## src/rtl/div_issue_ctrl.sv

```systemverilog
// Issue/sequencing controller between EX and the iterative divider.
// Launches divides, stalls EX, buffers the result, handles flushes.
module div_issue_ctrl #(
  parameter bit BYPASS_ZERO = 1'b1,
  parameter int TIMEOUT     = 40
) (
  input  logic        clk,
  input  logic        rst,
  input  logic        req_valid,
  input  logic        req_sign,
  input  logic [31:0] req_a,
  input  logic [31:0] req_b,
  input  logic        flush,
  input  logic        pipe_hold,
  output logic        stall_o,
  output logic        res_valid,
  output logic [31:0] res_hi,
  output logic [31:0] res_lo,
  output logic        div_start,
  output logic [31:0] div_a,
  output logic [31:0] div_b,
  output logic        div_sign,
  input  logic        div_done,
  input  logic [63:0] div_result,
  output logic        err_timeout
);

  localparam int CW = $clog2(TIMEOUT + 1);

  typedef enum logic [2:0] {
    S_IDLE,
    S_LAUNCH,
    S_RUN,
    S_DONE,
    S_DRAIN
  } state_e;

  state_e          state_q, state_d;
  logic [CW-1:0]   cnt_q, cnt_d;
  logic            err_q, err_d;
  logic [31:0]     res_hi_q, res_hi_d;
  logic [31:0]     res_lo_q, res_lo_d;
  logic [31:0]     a_q, a_d;
  logic [31:0]     b_q, b_d;
  logic            sign_q, sign_d;

  logic accept;
  logic zero_b;
  logic tmo;

  assign accept = req_valid & ~flush;
  assign zero_b = (req_b == 32'd0);
  // >= so a timeout that lands while flushing is still caught in DRAIN
  assign tmo    = (cnt_q >= CW'(TIMEOUT - 1));

  // State, watchdog, operand and result registers
  always_ff @(posedge clk) begin
    if (rst) begin
      state_q  <= S_IDLE;
      cnt_q    <= '0;
      err_q    <= 1'b0;
      res_hi_q <= '0;
      res_lo_q <= '0;
      a_q      <= '0;
      b_q      <= '0;
      sign_q   <= 1'b0;
    end else begin
      state_q  <= state_d;
      cnt_q    <= cnt_d;
      err_q    <= err_d;
      res_hi_q <= res_hi_d;
      res_lo_q <= res_lo_d;
      a_q      <= a_d;
      b_q      <= b_d;
      sign_q   <= sign_d;
    end
  end

  // Next state; flush has priority over completion and consumption
  always_comb begin
    state_d  = state_q;
    cnt_d    = cnt_q;
    err_d    = err_q;
    res_hi_d = res_hi_q;
    res_lo_d = res_lo_q;
    a_d      = a_q;
    b_d      = b_q;
    sign_d   = sign_q;
    unique case (state_q)
      S_IDLE: begin
        if (accept) begin
          a_d    = req_a;
          b_d    = req_b;
          sign_d = req_sign;
          if (BYPASS_ZERO && zero_b) begin
            state_d  = S_DONE;
            res_hi_d = req_a;
            res_lo_d = 32'hFFFF_FFFF;
          end else begin
            state_d = S_LAUNCH;
            cnt_d   = '0;
          end
        end
      end
      S_LAUNCH: begin
        if (flush) begin
          state_d = div_done ? S_IDLE : S_DRAIN;
        end else begin
          state_d = S_RUN;
        end
      end
      S_RUN: begin
        cnt_d = cnt_q + CW'(1);
        if (flush) begin
          state_d = div_done ? S_IDLE : S_DRAIN;
        end else if (div_done) begin
          state_d  = S_DONE;
          res_hi_d = div_result[63:32];
          res_lo_d = div_result[31:0];
        end else if (tmo) begin
          state_d = S_IDLE;
          err_d   = 1'b1;
        end
      end
      S_DRAIN: begin
        cnt_d = cnt_q + CW'(1);
        if (div_done) begin
          state_d = S_IDLE;
        end else if (tmo) begin
          state_d = S_IDLE;
          err_d   = 1'b1;
        end
      end
      S_DONE: begin
        if (flush || !pipe_hold) begin
          state_d = S_IDLE;
        end
      end
      default: begin
        state_d = S_IDLE;
      end
    endcase
  end

  // Handshake outputs decoded from state
  always_comb begin
    div_start = (state_q == S_LAUNCH);
    res_valid = (state_q == S_DONE) & ~pipe_hold & ~flush;
    stall_o   = accept & ~((state_q == S_DONE) & ~pipe_hold);
  end

  assign res_hi      = res_hi_q;
  assign res_lo      = res_lo_q;
  assign div_a       = a_q;
  assign div_b       = b_q;
  assign div_sign    = sign_q;
  assign err_timeout = err_q;

endmodule

```

## config.mk

```make
export PLATFORM = sky130hd
export DESIGN_NAME = div_issue_ctrl
export DESIGN_NICKNAME = d
export VERILOG_FILES = /design/src/rtl/div_issue_ctrl.sv
export SDC_FILE = /design/constraint.sdc
export NUM_CORES = 1
export LEC_CHECK = 0
export BUFFER_PORTS_ARGS = -buffer_cell sky130_fd_sc_hd__clkbuf_2
export CORE_ASPECT_RATIO = 0.6
export CORE_MARGIN = 8
export CORE_UTILIZATION = 52
export CTS_BUF_LIST = sky130_fd_sc_hd__clkbuf_8 sky130_fd_sc_hd__clkbuf_16
export CTS_CLUSTER_SIZE = 10
export DETAILED_ROUTE_END_ITERATION = 16
export PLACE_DENSITY = 0.85
export SETUP_SLACK_MARGIN = 0.5
export SKIP_CTS_REPAIR_TIMING = 1
export SLEW_MARGIN = 25
export SYNTH_ARGS = -nofsm -noshare
export SYNTH_HDL_FRONTEND = slang
export SYNTH_SLANG_ARGS = --single-unit
```

## constraint.sdc

```tcl
create_clock -name clk -period 4.7 [get_ports clk]
set_clock_uncertainty 0.1 [all_clocks]
set_input_delay 0.47 -clock clk [delete_from_list [all_inputs] [get_ports clk]]
set_output_delay 0.47 -clock clk [all_outputs]
set_load 0.01 [all_outputs]
```

==> implementation parameters, run 1 <==
Parameter                              Value

Worst setup path
  Critical path data arrival time    3.06 ns
  Required time of the critical path    4.92 ns
  Register-to-register path setup slack    1.86 ns
  Endpoint of the most critical register-to-register path    res_hi[3]
  Critical Path Source    state_q[1]
  Critical path fanouts, max    53
  Startpoint type of the worst setup path    flip-flop
  Worst reg2reg path depth    7
  Crit end category    flip-flop
  Crit path capture    res_hi[3]
  Category of the most critical setup path    reg2reg
  Worst R2R Start    state_q[1]

Route
  Average wire per standard cell    17.1 um
  WL final    18.6 mm
  Number of DRC violations after detailed-routing iteration 0    329
  Antenna Nets Post-Route    0
  Via/cell ratio    5.30
  DRC violation count after routing    0
  Total number of vias    5763
  Length of the first detailed-routing pass in iterations    5

Placed design
  Input/output buffers    267
  Gpl congestion    0.849
  Minimum setup slack after placement    1.54 ns
  Post-DP HPWL    13.5 mm

STA
  Setup repair after global routing missed its margin    false
  Peak clock frequency supported by timing    0.352 GHz
  Time the worst path needs with I/O delays and setup    2.84 ns
  Setup TNS Final    0 ns
  Slew margin rel.    33.7%
  Post-layout worst setup margin    1.86 ns
  Final critical-path share of the clock period    60.5%
  Slew at the pin closest to its max-slew limit    0.995 ns
  Final Max Tran Viols    0
  Final Hold Viols    0
  Setup violators final    0

Power
  Peak ir drop on the vdd network    238 uV
  Total leakage power    3.32 nW
  Cell area power density    367 mW/mm^2

Yosys
  Seq cells post-synth    139
  Most instantiated flip-flop cell in the synthesis netlist    sky130_fd_sc_hd__dfxtp_1
  Cell type contributing the most total cell area after synthesis    sky130_fd_sc_hd__dfxtp_1
  Mapped Area    0.00628 mm^2
  Post-synthesis sequential area ratio    44.3%
  Area share of the largest cell type after synthesis    44.3%
  Net Count, Synth    811
  Number of instances in the synthesized netlist    675
  Dominant cells by area after synthesis    sky130_fd_sc_hd__dfxtp_1, sky130_fd_sc_hd__nand2_1, sky130_fd_sc_hd__a21oi_2, sky130_fd_sc_hd__a21oi_1, sky130_fd_sc_hd__a211oi_2
  Proportion of synthesized flip-flops having asynchronous set or reset    0%
  Count of flip-flops with a built-in enable after synthesis    0
  Netlist cell types    48
  Number of synthesis warnings    0
  Avg Inst Size Synth    9.30 um^2

CTS
  CTS clock-pin slew for the worst setup and hold paths    0.06 ns
  Source-to-sink clock delay at the later pin of the worst-skew pair    0.39 ns
  CTS H-tree depth    4
  Cell at the root of the clock tree    sky130_fd_sc_hd__clkbuf_16
  Clock sinks    139
  Clock tree from TritonCTS    yes
  Clock buffers created by TritonCTS    17
  Clock tree buffer depth    2

Layout
  NumNets Final    1046
  Proportion of layout cells with a drive suffix above 1    48.2%
  Filler instances    978
  Layout overhead on the synthesized area    29.7%
  Final antenna diode count    0

Die
  Starting Density    52.7%
  Chip Height    101 um
  Die width    158 um
  Number of primary I/O pins    268
  CORE AREA    0.0119 mm^2
  Number of rows in the core area    31
  Die footprint    0.0160 mm^2

GRT
  All-layer global routing usage    22.3%
  Pin count of the biggest net entering global routing    67
  Vias in the first global route    5658
  Wire length of the first global-routing pass    28.8 mm
  Final global-route overflow total    0
  Antenna violations before repair    0

Run status
  Result of the run    finished, final reports clean

Run
  # Max-Cap Violations    0

Min path
  Min-Delay Path Class    in2reg
critical path: stages, from the launching register on:
cell and delay (ns):
sky130_fd_sc_hd__dfxtp_1 0.59, sky130_fd_sc_hd__nor3b_4 0.29, sky130_fd_sc_hd__nand3b_2 0.09, sky130_fd_sc_hd__buf_4 0.25, sky130_fd_sc_hd__nand2_4 0.26, sky130_fd_sc_hd__buf_4 0.75, sky130_fd_sc_hd__a21oi_1 0.19, sky130_fd_sc_hd__a211oi_2 0.22
layer usage:
layer / part of all wire (%) / GRT usage (%) / vias to the layer above
li1: - / - / 2837
met5: 0 / 0 / -
met2: 47 / 36.4 / 207
met4: 1.7 / 7.93 / 0
met1: 43 / 27.8 / 2695
met3: 8.5 / 6.42 / 24
cells in the mapped netlist, types with 4 or more instances:
| library cell | n |
|---|---|
| sky130_fd_sc_hd__a211oi_2 | 30 |
| sky130_fd_sc_hd__nor4_1 | 4 |
| sky130_fd_sc_hd__dfxtp_1 | 139 |
| sky130_fd_sc_hd__buf_2 | 10 |
| sky130_fd_sc_hd__buf_4 | 8 |
| sky130_fd_sc_hd__nand2_1 | 136 |
| sky130_fd_sc_hd__o211ai_1 | 6 |
| sky130_fd_sc_hd__clkbuf_1 | 27 |
| sky130_fd_sc_hd__a21oi_2 | 58 |
| sky130_fd_sc_hd__nand3_1 | 7 |
| sky130_fd_sc_hd__nor2_1 | 40 |
| sky130_fd_sc_hd__a21oi_1 | 79 |
| sky130_fd_sc_hd__buf_6 | 11 |
| sky130_fd_sc_hd__nand4_1 | 4 |
| sky130_fd_sc_hd__inv_1 | 5 |
| sky130_fd_sc_hd__nor4_2 | 6 |
| sky130_fd_sc_hd__nor3_2 | 32 |
| sky130_fd_sc_hd__mux2i_1 | 32 |
layout by cell type, fill, tap and decap left out, drive strengths merged:
cell type and n:
a21o 2, and2 2, dfxtp 139, a221oi 1
a211o 1, nor2b 2, nand3 7, nand4 5
nand2b 1, and4 1, o21a 1, or2 1
nor4 10, nand2 136, nor2 41, a2111o 1
and3 3, buf 9, a211oi 33, a31o 1
bufinv 3, inv 7, o21ai 3, a21oi 138
nand3b 2, nor3b 2, clkbuf 285, clkinv 7
mux2i 32, ha 1, a22oi 1, clkinvlp 1
nor3 33, o211ai 6, a31oi 2, o2111ai 2
o21bai 1
worst min path at each step:
stage                          from        end  slack, ns  cells after the start
final                     req_a[19]  div_a[19]       0.21                      3
after CTS                 req_a[24]  div_a[24]       0.19                      3
after detailed placement   div_b[2]   div_b[2]       0.35                      2
after global routing      req_a[19]  div_a[19]       0.19                      3
after global placement    div_b[16]  div_b[16]       0.34                      2
after floorplan            cnt_q[1]   cnt_q[1]       0.37                      2
registers in the layout, indices dropped and copies added, names as in the netlist:
register     cells
cnt_q            6
div_a           32
div_b           32
div_sign         1
err_timeout      1
res_hi          32
res_lo          32
state_q          3
through the flow:
stage	instance area [um^2]	utilization (%)	power [mW]	hold slack, ns	std cells
floorplan	6280	-	1.49	0.365	675
global placement	7520	63.2	1.62	0.340	1056
detailed placement	7520	63.2	1.63	0.346	1056
CTS	8140	68.4	3.01	0.191	1088
global route	8140	68.4	3.10	0.191	1088
finish	8140	68.4	2.99	0.206	1088
layout make-up:
cell class                      instances  area [um^2]  area share [%]
Clock inverter                         13          165            2.03
Timing Repair Buffer                  275         1400            17.2
Tap cell                              165          206            2.54
Inverter                                5         18.8           0.231
Clock buffer                           19          453            5.56
Sequential cell                       139         2780            34.2
Multi-Input combinational cell        472         3120            38.3
cells by family (layout without fill, tap and decap cells):
kind of cell | Yosys count | count (layout) | share of synthesized area [%]
AO/OA/AOI/OAI | 193 | 193 | 23.7
multiplexers | 32 | 32 | 5.10
adder cells (fa/ha/maj) | 1 | 1 | 0.199
buffers and inverters | 64 | 312 | 6.44
flip-flops | 139 | 139 | 44.3
AND/OR/NAND/NOR | 246 | 246 | 20.3
power breakdown:
| group | total, mW | switching, mW | internal [mW] |
|---|---|---|---|
| registers | 1.25 | 0.0284 | 1.22 |
| logic | 0.347 | 0.213 | 0.133 |
| clock network | 1.39 | 0.521 | 0.868 |
| total | 2.99 | 0.762 | 2.23 |
(Power assumes the default switching activity.)
==> run 2: changes to the inputs <==
--- a/config.mk
+++ b/config.mk
@@ -8,11 +8,11 @@
 export BUFFER_PORTS_ARGS = -buffer_cell sky130_fd_sc_hd__clkbuf_2
 export CORE_ASPECT_RATIO = 0.6
 export CORE_MARGIN = 8
-export CORE_UTILIZATION = 52
+export CORE_UTILIZATION = 48
 export CTS_BUF_LIST = sky130_fd_sc_hd__clkbuf_8 sky130_fd_sc_hd__clkbuf_16
 export CTS_CLUSTER_SIZE = 10
 export DETAILED_ROUTE_END_ITERATION = 16
-export PLACE_DENSITY = 0.85
+export PLACE_DENSITY = 0.79
 export SETUP_SLACK_MARGIN = 0.5
 export SKIP_CTS_REPAIR_TIMING = 1
 export SLEW_MARGIN = 25
==> constraint.sdc (replaced) <==
create_clock -name clk -period 2.9 [get_ports clk]
set_clock_uncertainty 0.1 [all_clocks]
set_input_delay 0.29 -clock clk [delete_from_list [all_inputs] [get_ports clk]]
set_output_delay 0.29 -clock clk [all_outputs]
set_load 0.01 [all_outputs]
==> run 2 against run 1 <==
Die area is 7.2% higher. Worst setup slack worse by 1.1 ns. Clock-buffer cell count stayed put. Critical path depth is 1 lower. Sequential cell count stayed put. Final area is 1.0% higher. Global-route usage is 0.70 points lower. Register-to-register slack worse by 1.1 ns. Hold slack worse by 0.19 ns. Wire length is 2.5% higher. Sequential share of layout area is 0.34 points lower.
==> implementation parameters, run 2 (synthesized netlist as in run 1, its figures left out) <==
Parameter                              Value

Run status
  Result of the run    finished, final reports clean

Worst setup path
  Crit end category    flip-flop
  Endpoint of the most critical register-to-register path    res_hi[16]
  Library cell contributing the largest single delay on the critical path    sky130_fd_sc_hd__dfxtp_1
  Buffers & Inverters on Critical Path    1 (-1)
  Highest cell delay on the worst timing path    0.59 ns (-0.16 ns)
  Cells traversed along the worst timing path    nor3b_4 -> nand3b_2 -> nand2_8 -> buf_4 -> a21oi_2 -> a211oi_2
  Critical path data arrival time    2.35 ns (-0.71 ns)
  Required time of the critical path    3.12 ns (-1.80 ns)
  Category of the most critical setup path    reg2reg
  Register-to-register path setup slack    0.77 ns (-1.09 ns)
  Worst reg2reg path depth    6 (-1)
  Critical path fanouts, max    25 (-53%)
  Worst R2R Start    state_q[1]
  Startpoint type of the worst setup path    flip-flop
  Gate family responsible for the most delay along the worst path    simple AND/OR/NAND/NOR gates

Placed design
  Input/output buffers    267 (unchanged)
  Post-DP HPWL    14.1 mm (+4.8%)
  Gpl congestion    0.866 (+2.0%)
  Minimum setup slack after placement    0.655 ns (-0.881 ns)
  Cell Area, Placed    0.00763 mm^2 (+1.4%)

STA
  Final Hold Viols    0 (unchanged)
  Final Max Tran Viols    0 (unchanged)
  Slew margin rel.    51.5% (+18 points)
  Peak clock frequency supported by timing    0.469 GHz (+33%)
  Slew at the pin closest to its max-slew limit    0.727 ns (-0.267 ns)
  Setup repair after global routing missed its margin    false
  Final critical-path share of the clock period    73.5% (+13 points)
  Setup TNS Final    0 ns (unchanged)
  Time the worst path needs with I/O delays and setup    2.13 ns (-0.710 ns)
  Post-layout worst setup margin    0.769 ns (-1.09 ns)
  Setup violators final    0 (unchanged)

Route
  Antenna Nets Post-Route    0 (unchanged)
  DRC violation count after routing    0 (unchanged)
  Length of the first detailed-routing pass in iterations    5 (unchanged)
  Number of DRC violations after detailed-routing iteration 0    394 (+20%)
  WL final    19.0 mm (+2.5%)
  Total number of vias    5749 (-0.24%)
  Via/cell ratio    5.24 (-1.2%)
  Average wire per standard cell    17.3 um (+1.5%)

Layout
  Proportion of layout cells with a drive suffix above 1    48.5% (+0.28 points)
  Top library cells by usage in the layout, fill and taps aside    sky130_fd_sc_hd__clkbuf_2, sky130_fd_sc_hd__dfxtp_1, sky130_fd_sc_hd__nand2_1
  Total non-filler cell area in the finished layout    0.00822 mm^2 (+1.0%)
  Layout overhead on the synthesized area    31.0%
  NumNets Final    1051 (+0.48%)
  Most common cell after layout, fill and taps aside    sky130_fd_sc_hd__clkbuf_2
  Final antenna diode count    0 (unchanged)

CTS
  Clock buffers created by TritonCTS    17 (unchanged)
  CTS clock-pin slew for the worst setup and hold paths    0.06 ns (about the same)
  Cell at the root of the clock tree    sky130_fd_sc_hd__clkbuf_16
  Clock sinks    139 (unchanged)
  Clock tree from TritonCTS    yes
  Clock tree buffer depth    2 (unchanged)
  Source-to-sink clock delay at the later pin of the worst-skew pair    0.40 ns (about the same)
  CTS H-tree depth    4 (unchanged)

Power
  Total leakage power    3.33 nW (+0.40%)
  Total power of the final layout    4.74 mW (+59%)
  Cell area power density    577 mW/mm^2 (+57%)
  Peak ir drop on the vdd network    332 uV (+39%)
  Combinational fraction of design power    12.3% (+0.7 points)
  Switching fraction of total power    27.0% (+1.5 points)
  Sequential share of power    42.8% (+0.9 points)
  Pint    3.46 mW (+56%)
  Clock power share    44.9% (-1.6 points)
  Net switching power    1.28 mW (+68%)

Min path
  Endpoint of the worst hold path    div_sign
  Worst hold stages    3 (unchanged)
  Min-Delay Path Class    in2reg
  Start point of the worst hold path    req_sign

GRT
  Vias in the first global route    5801 (+2.5%)
  Antenna violations before repair    0 (unchanged)
  Pin count of the biggest net entering global routing    66 (-1.5%)
  Wire length of the first global-routing pass    30.6 mm (+6.4%)
  Final global-route overflow total    0 (unchanged)
  All-layer global routing usage    21.6% (-0.70 points)

Die
  Number of primary I/O pins    268 (unchanged)
  CORE AREA    0.0128 mm^2 (+7.6%)
  Chip Height    105 um (+3.4%)
  Number of rows in the core area    32 (+3.2%)
  Die footprint    0.0171 mm^2 (+7.2%)
  Starting Density    49.0% (-3.7 points)
  Die width    164 um (+3.7%)

Run
  # Max-Cap Violations    0 (unchanged)
run 2: changes by cell type in the layout (fill, tap and decap cells not counted), sizes merged:
cell,change
clkinv,-6
buf,+5
clkinvlp,+4
inv,+4
bufinv,-2
run 2: layer usage:
layer / vias up / GRT usage, % / share of wire [%]
met2: 200 / 33.7 / 45
li1: 2845 / - / -
met3: 19 / 6.74 / 8.9
met4: 0 / 6.20 / 1.5
met5: - / 0 / 0
met1: 2685 / 28.4 / 44
run 2: metrics by stage:
step	instances	hold WS [ns]	util (%)
3_3_place_gp	1066	0.341	59.6
2_1_floorplan	675	0.326	-
5_1_grt	1098	0.00127	64.2
3_5_place_dp	1066	0.345	59.6
6_report	1098	0.0174	64.2
4_1_cts	1098	0.000131	64.1
run 2: final cells by class:
cell class	count	area, um^2
Clock inverter	13	131
Multi-Input combinational cell	472	3130
Tap cell	170	213
Fill cell	1135	4590
Sequential cell	139	2780
Timing Repair Buffer	280	1500
Inverter	5	18.8
Clock buffer	19	453
run 2: tightest hold or removal path: stages:
cell and delay (ns):
sky130_fd_sc_hd__clkbuf_2 0.08, sky130_fd_sc_hd__nand2_1 0.05, sky130_fd_sc_hd__a21oi_1 0.05
run 2: power groups by stage:
stage | registers (mW) | clock network [mW] | logic, mW
after floorplan | 2.10 | 0 | 0.314
final | 2.03 | 2.13 | 0.582
after detailed placement | 2.07 | 0 | 0.586
after CTS | 2.03 | 2.17 | 0.588
after global placement | 2.07 | 0 | 0.580
after global routing | 2.04 | 2.27 | 0.637
run 2: worst max-delay path by stage:
stage                     cells after the start        from  slack, ns          to
after floorplan                               9  state_q[2]       1.22  res_hi[10]
after global placement                        6  state_q[1]       0.72  res_hi[21]
after detailed placement                      6  state_q[1]       0.66  res_hi[21]
after CTS                                     6  state_q[1]       0.65  res_hi[16]
after global routing                          6  state_q[1]       0.61  res_hi[25]
final                                         6  state_q[1]       0.77  res_hi[16]
==> run 3: changes to the inputs <==
--- a/config.mk
+++ b/config.mk
@@ -8,11 +8,11 @@
 export BUFFER_PORTS_ARGS = -buffer_cell sky130_fd_sc_hd__clkbuf_2
 export CORE_ASPECT_RATIO = 0.6
 export CORE_MARGIN = 8
-export CORE_UTILIZATION = 48
+export CORE_UTILIZATION = 43
 export CTS_BUF_LIST = sky130_fd_sc_hd__clkbuf_8 sky130_fd_sc_hd__clkbuf_16
 export CTS_CLUSTER_SIZE = 10
 export DETAILED_ROUTE_END_ITERATION = 16
-export PLACE_DENSITY = 0.79
+export PLACE_DENSITY = 0.75
 export SETUP_SLACK_MARGIN = 0.5
 export SKIP_CTS_REPAIR_TIMING = 1
 export SLEW_MARGIN = 25
==> constraint.sdc (replaced) <==
create_clock -name clk -period 1.8 [get_ports clk]
set_clock_uncertainty 0.1 [all_clocks]
set_input_delay 0.18 -clock clk [delete_from_list [all_inputs] [get_ports clk]]
set_output_delay 0.18 -clock clk [all_outputs]
set_load 0.01 [all_outputs]
==> run 3 against run 2 <==
The flow now finishes with violations (hold timing). First-iteration DRC count increased by 34%. Die area grew 10%. Total power rose by 79%.
==> implementation parameters, run 3 (synthesized netlist as in run 1, its figures left out) <==
Parameter                              Value

CTS
  Clock tree buffer depth    2 (unchanged)
  Source-to-sink clock delay at the later pin of the worst-skew pair    0.40 ns (about the same)
  Cell at the root of the clock tree    sky130_fd_sc_hd__clkbuf_16
  Clock buffers created by TritonCTS    17 (unchanged)
  CTS clock-pin slew for the worst setup and hold paths    0.06 ns (about the same)
  Clock tree from TritonCTS    yes
  CTS H-tree depth    4 (unchanged)
  Clock sinks    139 (unchanged)

Power
  Total leakage power    4.51 nW (+35%)
  Cell area power density    774 mW/mm^2 (+34%)
  Peak ir drop on the vdd network    597 uV (+80%)

STA
  Slew at the pin closest to its max-slew limit    0.420 ns (-0.307 ns)
  Final Max Tran Viols    0 (unchanged)
  Worst hold slack    -0.0144 ns (-0.0317 ns)
  Slew margin rel.    72.0% (+20 points)
  Setup TNS Final    0 ns (unchanged)
  Time the worst path needs with I/O delays and setup    1.76 ns (-0.372 ns)
  Peak clock frequency supported by timing    0.568 GHz (+21%)
  Final Hold Viols    1 (+1)
  Setup violators final    0 (unchanged)
  Setup repair after global routing missed its margin    true
  Final critical-path share of the clock period    97.8% (+24 points)
  Post-layout worst setup margin    0.0405 ns (-0.728 ns)

GRT
  Wire length of the first global-routing pass    30.7 mm (+0.27%)
  Most used routing layer in global routing    met2
  Final global-route overflow total    0 (unchanged)
  Vias in the first global route    5895 (+1.6%)
  M2 GR Usage    32.1% (-1.6 points)
  Grt met1 use    26.5% (-2.0 points)
  All-layer global routing usage    20.5% (-1.2 points)
  Met3 routing resource usage after global routing    8.00% (+1.3 points)
  Antenna violations before repair    0 (unchanged)
  Pin count of the biggest net entering global routing    43 (-35%)

Placed design
  Minimum setup slack after placement    -0.0998 ns (-0.755 ns)
  Post-DP HPWL    15.5 mm (+9.2%)
  Input/output buffers    267 (unchanged)
  Gpl congestion    0.896 (+3.5%)
  Cell Area, Placed    0.00812 mm^2 (+6.5%)

Worst setup path
  Buffers & Inverters on Critical Path    3 (+2)
  Gate family responsible for the most delay along the worst path    buffers and inverters
  Required time of the critical path    1.98 ns (-1.14 ns)
  Crit end category    flip-flop
  Dominant cell type by count on the critical path    sky130_fd_sc_hd__buf_12
  Cells traversed along the worst timing path    buf_6 -> or2_4 -> nor2_4 -> o21ai_4 -> buf_12 -> buf_12 -> a21oi_2 -> a211oi_2
  Critical path data arrival time    1.94 ns (-0.41 ns)
  Highest cell delay on the worst timing path    0.34 ns (-0.25 ns)
  Library cell contributing the largest single delay on the critical path    sky130_fd_sc_hd__dfxtp_2
  Category of the most critical setup path    reg2reg
  Startpoint type of the worst setup path    flip-flop
  Critical path fanouts, max    16 (-36%)

Route
  Via/cell ratio    5.30 (+1.2%)
  WL final    25.9 mm (+36%)
  DRC violation count after routing    0 (unchanged)
  Total number of vias    6775 (+18%)
  Antenna Nets Post-Route    0 (unchanged)
  Average wire per standard cell    20.3 um (+17%)
  Number of DRC violations after detailed-routing iteration 0    528 (+34%)
  Length of the first detailed-routing pass in iterations    4 (-1)

Die
  CORE AREA    0.0144 mm^2 (+12%)
  Die width    172 um (+5.1%)
  Chip Height    110 um (+4.8%)
  Number of primary I/O pins    268 (unchanged)
  Die footprint    0.0188 mm^2 (+10%)
  Number of rows in the core area    34 (+6.3%)
  Starting Density    43.7% (-5.3 points)

Run
  # Max-Cap Violations    0 (unchanged)

Layout
  Final antenna diode count    0 (unchanged)
  NumNets Final    1204 (+15%)
  Total non-filler cell area in the finished layout    0.0110 mm^2 (+34%)
  Most common cell after layout, fill and taps aside    sky130_fd_sc_hd__clkbuf_2
  Top library cells by usage in the layout, fill and taps aside    sky130_fd_sc_hd__clkbuf_2, sky130_fd_sc_hd__dfxtp_1, sky130_fd_sc_hd__a21oi_2
  Layout overhead on the synthesized area    75.1%
  Proportion of layout cells with a drive suffix above 1    59.9% (+11 points)

Run status
  Result of the run    finished, violations left
  Violated checks    hold timing

Min path
  Min-Delay Path Class    in2reg
==> run 3: changes by cell type in the layout (fill, tap and decap cells not counted), sizes merged, moves of 2 or more <==
cell	change
clkinvlp	-3
clkinv	+4
buf	+57
bufinv	+2
dlygate4sd3	+89
clkbuf	+5
==> run 3: power by group <==
part | switching (mW) | total (mW) | internal [mW]
clock network | 1.41 | 3.60 | 2.19
logic | 0.821 | 1.60 | 0.775
registers | 0.113 | 3.31 | 3.20
==> run 3: worst paths after layout <==
path | from | end | slack, ns | cells after the start
setup / recovery | state_q[2] | res_hi[16] | 0.04 | 8
hold / removal | div_result[16] | res_lo[16] | -0.01 | 3
hold reg to reg | div_a[18] | div_a[18] | 0.36 | 2
setup reg to reg | state_q[2] | res_hi[16] | 0.04 | 8
==> run 3: metrics by stage <==
stage | hold slack [ns] | power [mW] | cells | util (%)
2_1_floorplan | 0.216 | 3.93 | 675 | -
3_3_place_gp | 0.306 | 4.38 | 1135 | 56.5
3_5_place_dp | 0.321 | 4.40 | 1135 | 56.5
4_1_cts | -0.111 | 7.97 | 1167 | 60.7
5_1_grt | 0.0139 | 8.79 | 1279 | 76.5
6_report | -0.0144 | 8.50 | 1279 | 76.5
==> run 3: area by class of cell <==
cell class / instances / area [um^2]
multi-input cells: 472 / 3970
fillers: 892 / 3390
repair buffers: 433 / 3370
flip-flops and latches: 139 / 2790
clock buffers: 17 / 425
well taps: 198 / 248
clock inverters: 15 / 175
inverters: 5 / 18.8
==> run 3: worst register-to-register path, stage by stage, from the launching register on <==
cell and delay [ns]:
sky130_fd_sc_hd__dfxtp_2 0.34, sky130_fd_sc_hd__buf_6 0.13, sky130_fd_sc_hd__or2_4 0.27, sky130_fd_sc_hd__nor2_4 0.13
sky130_fd_sc_hd__o21ai_4 0.11, sky130_fd_sc_hd__buf_12 0.16, sky130_fd_sc_hd__buf_12 0.16, sky130_fd_sc_hd__a21oi_2 0.17
sky130_fd_sc_hd__a211oi_2 0.07
==> run 3: layer usage <==
metal,wire length [um],vias to the layer above
met1,10600,3272
met3,2440,43
met2,12400,301
met4,497,0
met5,0,-
li1,-,3159
